## config.mk

```make
export PLATFORM = sky130hd
export DESIGN_NAME = fi_injector
export DESIGN_NICKNAME = d
export VERILOG_FILES = /design/src/rtl/fi_injector.sv
export SDC_FILE = /design/constraint.sdc
export NUM_CORES = 1
export LEC_CHECK = 0
export ABC_AREA = 1
export BUFFER_PORTS_ARGS = -buffer_cell sky130_fd_sc_hd__buf_2
export CAP_MARGIN = 30
export CORE_MARGIN = 5
export CORE_UTILIZATION = 48
export DETAILED_ROUTE_END_ITERATION = 7
export PLACE_DENSITY = 0.7
export SYNTH_ARGS = -nofsm -noshare
export SYNTH_HDL_FRONTEND = slang
export SYNTH_SLANG_ARGS = --single-unit
```

## constraint.sdc

```tcl
create_clock -name clk -period 3.9 [get_ports clk]
set_input_delay 0 -clock clk [delete_from_list [all_inputs] [get_ports clk]]
set_output_delay 0 -clock clk [all_outputs]
set_load 0.005 [all_outputs]
```

## src/rtl/fi_injector.sv

```systemverilog
// Fault-injection controller. It passes sig_in to sig_out and, once a command is accepted,
// forces stuck-at or bit-flip faults onto the masked bits for a delayed, bounded window.
module fi_injector #(
    parameter int WIDTH = 3,
    parameter int CNT_W = 16
) (
    input  logic             clk,
    input  logic             reset,
    input  logic             cmd_valid,
    output logic             cmd_ready,
    input  logic [WIDTH-1:0] cmd_mask,
    input  logic [1:0]       cmd_mode,
    input  logic [CNT_W-1:0] cmd_delay,
    input  logic [CNT_W-1:0] cmd_len,
    input  logic             abort,
    input  logic [WIDTH-1:0] sig_in,
    output logic [WIDTH-1:0] sig_out,
    output logic             inject_active,
    output logic             done,
    output logic             err,
    output logic [CNT_W-1:0] inj_count
);

    typedef enum logic [1:0] {IDLE, WAIT, INJECT, DONE} state_t;

    state_t           state, next_state;
    logic [WIDTH-1:0] mask_q, mask_next;
    logic [1:0]       mode_q, mode_next;
    logic [CNT_W-1:0] len_q, len_next;
    logic [CNT_W-1:0] cnt_q, cnt_next;
    logic             err_next;

    always_ff @(posedge clk) begin
        if (reset) begin
            state     <= IDLE;
            mask_q    <= '0;
            mode_q    <= '0;
            len_q     <= '0;
            cnt_q     <= '0;
            err       <= 1'b0;
            inj_count <= '0;
        end else begin
            state  <= next_state;
            mask_q <= mask_next;
            mode_q <= mode_next;
            len_q  <= len_next;
            cnt_q  <= cnt_next;
            err    <= err_next;
            if (state == DONE && !abort && inj_count != {CNT_W{1'b1}})
                inj_count <= inj_count + CNT_W'(1);
        end
    end

    // The counter always terminates at 1, so a full-scale delay or len never wraps.
    always_comb begin
        next_state = state;
        mask_next  = mask_q;
        mode_next  = mode_q;
        len_next   = len_q;
        cnt_next   = cnt_q;
        err_next   = 1'b0;
        if (abort) begin
            next_state = IDLE;
            mask_next  = '0;
            mode_next  = '0;
            len_next   = '0;
            cnt_next   = '0;
        end else begin
            case (state)
                IDLE: begin
                    if (cmd_valid) begin
                        if (cmd_mode == 2'b11) begin
                            err_next = 1'b1;
                        end else begin
                            mask_next = cmd_mask;
                            mode_next = cmd_mode;
                            len_next  = cmd_len;
                            if (cmd_delay == '0) begin
                                next_state = INJECT;
                                cnt_next   = cmd_len;
                            end else begin
                                next_state = WAIT;
                                cnt_next   = cmd_delay;
                            end
                        end
                    end
                end
                WAIT: begin
                    if (cnt_q == CNT_W'(1)) begin
                        next_state = INJECT;
                        cnt_next   = len_q;
                    end else begin
                        cnt_next = cnt_q - CNT_W'(1);
                    end
                end
                INJECT: begin
                    if (len_q != '0) begin
                        if (cnt_q == CNT_W'(1)) begin
                            next_state = DONE;
                            cnt_next   = '0;
                        end else begin
                            cnt_next = cnt_q - CNT_W'(1);
                        end
                    end
                end
                DONE: next_state = IDLE;
                default: next_state = IDLE;
            endcase
        end
    end

    // Zero-latency fault overlay; exact passthrough outside the window.
    always_comb begin
        sig_out = sig_in;
        if (state == INJECT) begin
            case (mode_q)
                2'b00:   sig_out = sig_in & ~mask_q;
                2'b01:   sig_out = sig_in | mask_q;
                2'b10:   sig_out = sig_in ^ mask_q;
                default: sig_out = sig_in;
            endcase
        end
    end

    assign cmd_ready     = (state == IDLE) && !abort;
    assign inject_active = (state == INJECT);
    assign done          = (state == DONE);

endmodule

```

==> results of run 1 <==
==> cell families (layout without fill, tap and decap cells) <==
kind of cell / count (synthesis) / after routing
and+or+nand+nor: 323 / 323
AOI/OAI and AO/OA: 98 / 98
buffers and inverters: 83 / 166
DFF: 56 / 56
adders and majority gates: 14 / 14
xor gates and xnor gates: 13 / 13
==> worst paths after layout <==
path                               startpoint            end  slack [ns]  depth (start not counted)
worst min-delay path                    reset  inj_count[10]        0.02                          2
worst min register to register  inj_count[15]  inj_count[15]        0.49                          2
worst max-delay path                 state[0]      cnt_q[14]        1.71                          9
worst max register to register       state[0]      cnt_q[14]        1.71                          9
==> metal layers <==
metal / GRT usage [%] / wire length, microns / up-vias
li1: - / - / 2044
met1: 26.0 / 4470 / 1829
met2: 37.7 / 5010 / 101
met3: 3.73 / 463 / 16
met4: 5.43 / 163 / 0
met5: 0 / 0 / -
==> critical path, delay by kind of cell, from the launching register on <==
family                   cells  cell delay, ns
AO/OA/AOI/OAI                2            0.28
adder cells (fa/ha/maj)      1            0.24
buffers and inverters        3            0.44
flip-flops                   1            0.37
AND/OR/NAND/NOR              3            0.75
==> placed cells by master, fill, tap and decap left out, types with 3 or more instances in the layout <==
cell type	n
o21ai_0	44
nand2_2	4
nor3_1	12
xor2_1	9
nor2_1	96
ha_1	14
nand3b_1	3
dlygate4sd3_1	23
nand4_1	4
dfxtp_1	56
buf_2	66
xnor2_1	4
a21oi_1	43
clkbuf_8	5
inv_1	65
nor2_2	6
nand2_1	132
nand3_1	59
==> state kept, by name (all words and copies together), names as in the netlist <==
signal,flops
cnt_q,16
inj_count,16
len_q,16
mask_q,3
mode_q,2
state,2
err,1
==> layout make-up <==
| class | count | share of cell area (%) |
|---|---|---|
| multi-input combinational | 448 | 50.3 |
| timing repair buffer | 92 | 13.5 |
| sequential | 56 | 25.6 |
| inverter | 66 | 5.67 |
| tap | 99 | 2.83 |
| clock buffer | 6 | 1.66 |
| clock inverter | 2 | 0.372 |
==> report_power, final <==
group / internal (uW) / switching [uW] / leakage [uW]
Combinational: 159 / 272 / 0.00154
Sequential: 599 / 30.5 / 0.000455
Clock: 128 / 200 / 0.0000414
Total: 887 / 502 / 0.00204
==> stage by stage <==
stage	cells	total power [uW]	hold WS (ns)
after floorplan	587	936	0.0311
after global placement	737	1040	0.246
after detailed placement	738	1050	0.249
after CTS	769	1400	0.0164
after global routing	769	1480	0.0195
final	769	1390	0.0238
==> repair_timing <==
| item | 4_1_cts | 5_1_grt |
|---|---|---|
| resized for setup | 0 | 0 |
| setup endpoints to repair | 0 | 0 |
| endpoints found under the hold margin | 22 | 0 |
| hold buffers | 23 | 0 |
==> impl_metrics.py, run 1 <==
metrics = {
    "status": {
        "status": "finished, final reports clean",
    },
    "place": {
        "dp_hpwl_microns": 7650,
        "port_buffers": 66,
        "place_ws_ns": 1.78,
        "place_congestion": 0.948,
        "dpl_cell_area_sq_um": 4050,
    },
    "logic_synthesis": {
        "ys_seq_area_share_pct": 30.7,
        "synth_top_family_by_area": "simple AND/OR/NAND/NOR gates",
        "synth-adder-area-share_pct": 4.80,
        "synthMuxAreaShare_pct": 0,
        "synth_compound_area_share_pct": 14.2,
        "synth_top_flop_cell": "dfxtp_1",
        "syn-cell-area_sq_um": 3650,
        "synthCells": 587,
        "synth-edff-count": 0,
        "yosys.area.top_type": "dfxtp_1",
        "yosysWarnings": 0,
        "yosysMostFrequentCell": "nand2_1",
        "synthesis.nets": 645,
        "synth-simple-area-share_pct": 38.1,
        "yosysTopAreaCellShare_pct": 30.7,
        "syn_avg_cell_area_sq_um": 6.22,
        "async_reset_ff_share_pct": 0,
        "synthXorXnorAreaFrac_pct": 3.12,
        "synth.distinct_cells": 33,
        "synth-seq-cells": 56,
        "synthTopCellsByCount": "132 x nand2_1, 97 x nor2_1, 65 x inv_1",
        "ys_top_cells_by_area": "dfxtp_1 31%, nand2_1 14%, nor2_1 10%",
    },
    "timing": {
        "setup_tns_ns": 0,
        "tightestPinTransition_ns": 0.743,
        "fmax_mhz": 458,
        "rsz0062_at_grt": "no",
        "maxSlewViolCount": 0,
        "fin_crit_ns": 2.19,
        "worst_slack_ns": 1.71,
        "setup_viol": 0,
        "hold_viol": 0,
        "clock_skew_ns": 0.0147,
        "maxSlewHeadroom_pct": 50.3,
        "min_period_over_period_pct": 56.0,
    },
    "global_routing": {
        "grt_pass1_wl_microns": 16900,
        "grt_pass1_vias": 3730,
        "grt_overflow_total": 0,
        "grt_start_max_net_pins": 25,
        "antenna_found_initial": 0,
        "grt_usage_pct": 21.1,
    },
    "min_path": {
        "hold_path_class": "in -> reg",
    },
    "routing": {
        "drc": 0,
        "drtIter0Drc": 178,
        "ant_nets": 0,
        "vias_per_cell": 5.19,
        "routed_wl_microns": 10100,
        "drt_pass1_iterations": 5,
        "wl_per_cell_microns": 13.1,
        "via_count": 3990,
    },
    "worst_setup_path": {
        "critical_path.cell_chain": "inv_1 -> ha_1 -> inv_1 -> nor3_1 -> nand3_1 -> nand3b_1 -> inv_2 -> o21ai_0 -> a21oi_1",
        "worstPathMaxFanout": 19,
        "crit_top_cell": "inv_1",
        "startpoint_type": "flop",
        "critPathKind": "reg -> reg",
        "cp_data_arrival_time_ns": 2.39,
        "end_kind": "flop",
        "cp_slowest_cell": "nand3b_1",
        "max_stage_delay_ns": 0.44,
        "worstPathRequired_ns": 4.10,
    },
    "finish": {
        "final_layout_size_suffix_gt1_share_pct": 13.7,
        "multi_input_area_sq_um": 2200,
        "area_growth_pct": 19.8,
        "diodes": 0,
        "seqCellArea_sq_um": 1120,
        "fillers": 718,
        "post-route-util_pct": 59.7,
        "final_net_count": 727,
        "fin_area_sq_um": 4370,
    },
    "cts": {
        "clkSinkCount": 56,
        "cts_setup_buffers": 0,
        "cts.reportedPaths.clkPinSlew_ns": 0.10,
        "cts-htree-levels": 2,
        "clock_tree.root_cell": "clkbuf_8",
        "cts_made_buffers": 5,
        "insertion_delay_ns": 0.32,
        "cts_buffer_depth": 2,
        "cts_tree": "built",
    },
    "power": {
        "ir_worst_vdd_v": 0.000176,
        "p_leak_uw": 0.00204,
        "powerDensity_nw_per_um2": 318,
    },
    "floorplan": {
        "initial_utilization_pct": 49.8,
        "core_sq_um": 7330,
        "rows": 31,
        "io_pins": 67,
        "fp.dieW_microns": 97.2,
        "die_h_microns": 97.2,
        "fp.dieArea_sq_um": 9450,
    },
    "job": {
        "cap_violations": 0,
    },
}
Note: power is estimated with default switching activity, not from simulation.
==> run 2, diff against run 1 <==
PLACE_DENSITY = 0.73   (was 0.7)
clock period = 1.9 ns   (was 3.9 ns; I/O delays follow)
==> run 2 against run 1 <==
The run now ends with negative setup slack left. Clock-buffer cell count shrank 1. Sequential cell count is the same. Cell area grew 2.7%. Non-clock buffer count grew 10. Critical path type unchanged.
==> impl_metrics.py, run 2 (synthesis gave the netlist of run 1 again) <==
metrics = {
    "status": {
        "status": "complete, but fails checks",
        "violations": "negative setup slack",
    },
    "power": {
        "powerDensity_nw_per_um2": 675,
        "total_power_uw": 3030,
        "p_leak_uw": 0.00209,
        "ir_worst_vdd_v": 0.000353,
    },
    "place": {
        "dpl_cell_area_sq_um": 4100,
        "place_congestion": 0.909,
        "port_buffers": 66,
        "dp_hpwl_microns": 7650,
    },
    "job": {
        "cap_violations": 0,
    },
    "routing": {
        "via_count": 4130,
        "drt_pass1_iterations": 5,
        "drtIter0Drc": 194,
        "routed_wl_microns": 10500,
        "wl_per_cell_microns": 13.5,
        "ant_nets": 0,
        "vias_per_cell": 5.29,
        "drc": 0,
    },
    "finish": {
        "fin_area_sq_um": 4490,
        "final_layout_size_suffix_gt1_share_pct": 15.9,
        "final_cell_mix": "132 x nand2_1, 95 x nor2_1, 66 x buf_2, 64 x inv_1, 59 x nand3_1",
        "diodes": 0,
        "area_growth_pct": 23.0,
        "post-route-util_pct": 61.3,
        "final_net_count": 738,
        "reg_top3": "cnt_q: 16 flops, inj_count: 16 flops, len_q: 16 flops",
        "final_common_cell": "nand2_1",
    },
    "timing": {
        "worst_slack_ns": -0.0261,
        "fin_crit_ns": 1.93,
        "setup_viol": 1,
        "setup_tns_ns": -0.0261,
        "min_period_over_period_pct": 101,
        "maxSlewHeadroom_pct": 73.4,
        "tightestPinTransition_ns": 0.398,
        "fmax_mhz": 519,
        "clock_skew_ns": 0.0105,
        "maxSlewViolCount": 0,
        "hold_viol": 0,
    },
    "worst_setup_path": {
        "end_kind": "flop",
        "reg2reg_from": "state[0]",
        "r2r_slack_ns": -0.03,
        "critPathKind": "reg -> reg",
        "worstPathMaxFanout": 6,
        "cp-startpoint": "state[0]",
        "startpoint_type": "flop",
        "cp_data_arrival_time_ns": 2.12,
        "worstPathRequired_ns": 2.10,
    },
    "cts": {
        "clkSinkCount": 56,
        "cts_tree": "built",
        "cts_buffer_depth": 2,
        "cts.reportedPaths.clkPinSlew_ns": 0.10,
        "cts_made_buffers": 5,
        "clock_tree.root_cell": "clkbuf_8",
        "insertion_delay_ns": 0.32,
        "cts-htree-levels": 2,
    },
    "floorplan": {
        "fp.dieW_microns": 97.2,
        "fp.dieArea_sq_um": 9450,
        "initial_utilization_pct": 49.8,
        "core_sq_um": 7330,
        "rows": 31,
        "io_pins": 67,
        "die_h_microns": 97.2,
    },
    "global_routing": {
        "antenna_found_initial": 0,
        "grt_overflow_total": 0,
        "grt_pass1_vias": 3924,
        "grt_start_max_net_pins": 36,
        "grt_usage_pct": 21.6,
        "grt_pass1_wl_microns": 17500,
    },
    "min_path": {
        "hold_start": "reset",
        "hold_path_class": "in -> reg",
    },
}
-- run 2: power by group --
part           internal (uW)  leakage (uW)  switching (uW)
clock network            391     0.0000541             399
logic                    357       0.00158             596
registers               1230      0.000455            61.1
total                   1980       0.00209            1060
-- run 2: critical path, stage by stage, from the launching register on --
cell and delay [ns]:
dfxtp_1 0.37, inv_1 0.11, ha_1 0.27, nand2_1 0.16, nor2_4 0.23, clkinvlp_4 0.15, buf_4 0.15, o21ai_0 0.29
a21oi_1 0.06
-- run 2: worst paths after layout --
kind,cells past startpoint,end
worst min-delay path,2,inj_count[7]
worst max register to register,8,mask_q[1]
worst min register to register,2,len_q[1]
worst max-delay path,8,mask_q[1]
-- run 2: cell type report --
class / instances / area (sq um)
Timing Repair Buffer: 102 / 658
Inverter: 66 / 254
Timing Repair inverter: 1 / 7.51
Clock inverter: 3 / 42.5
Tap cell: 99 / 124
Sequential cell: 56 / 1120
Fill cell: 690 / 2840
Multi-Input combinational cell: 448 / 2220
Clock buffer: 5 / 68.8
-- run 2: repair_timing --
action | in CTS | in global routing
setup buffers | 0 | 3
endpoints found under the hold margin | 22 | 0
hold buffers | 23 | 0
resized for setup | 0 | 9
endpoints found under the setup margin | 0 | 20
-- run 2: metal layers --
| layer | GRT usage (%) | part of all wire [%] | wire length (microns) | vias to the layer above |
|---|---|---|---|---|
| li1 | - | - | - | 2076 |
| met1 | 26.7 | 43 | 4540 | 1904 |
| met3 | 3.59 | 5.8 | 612 | 21 |
| met2 | 37.9 | 49 | 5140 | 129 |
| met4 | 7.35 | 2.2 | 227 | 0 |
| met5 | 0 | 0 | 0 | - |
-- run 2: stage by stage --
step | setup slack, ns | std cells | hold WS [ns]
3_3_place_gp | 0.212 | 745 | 0.241
3_5_place_dp | 0.128 | 745 | 0.255
6_report | -0.0261 | 780 | 0.0220
4_1_cts | 0.0980 | 776 | 0.0177
5_1_grt | -0.141 | 780 | 0.0261
2_1_floorplan | 0.269 | 587 | 0.0311
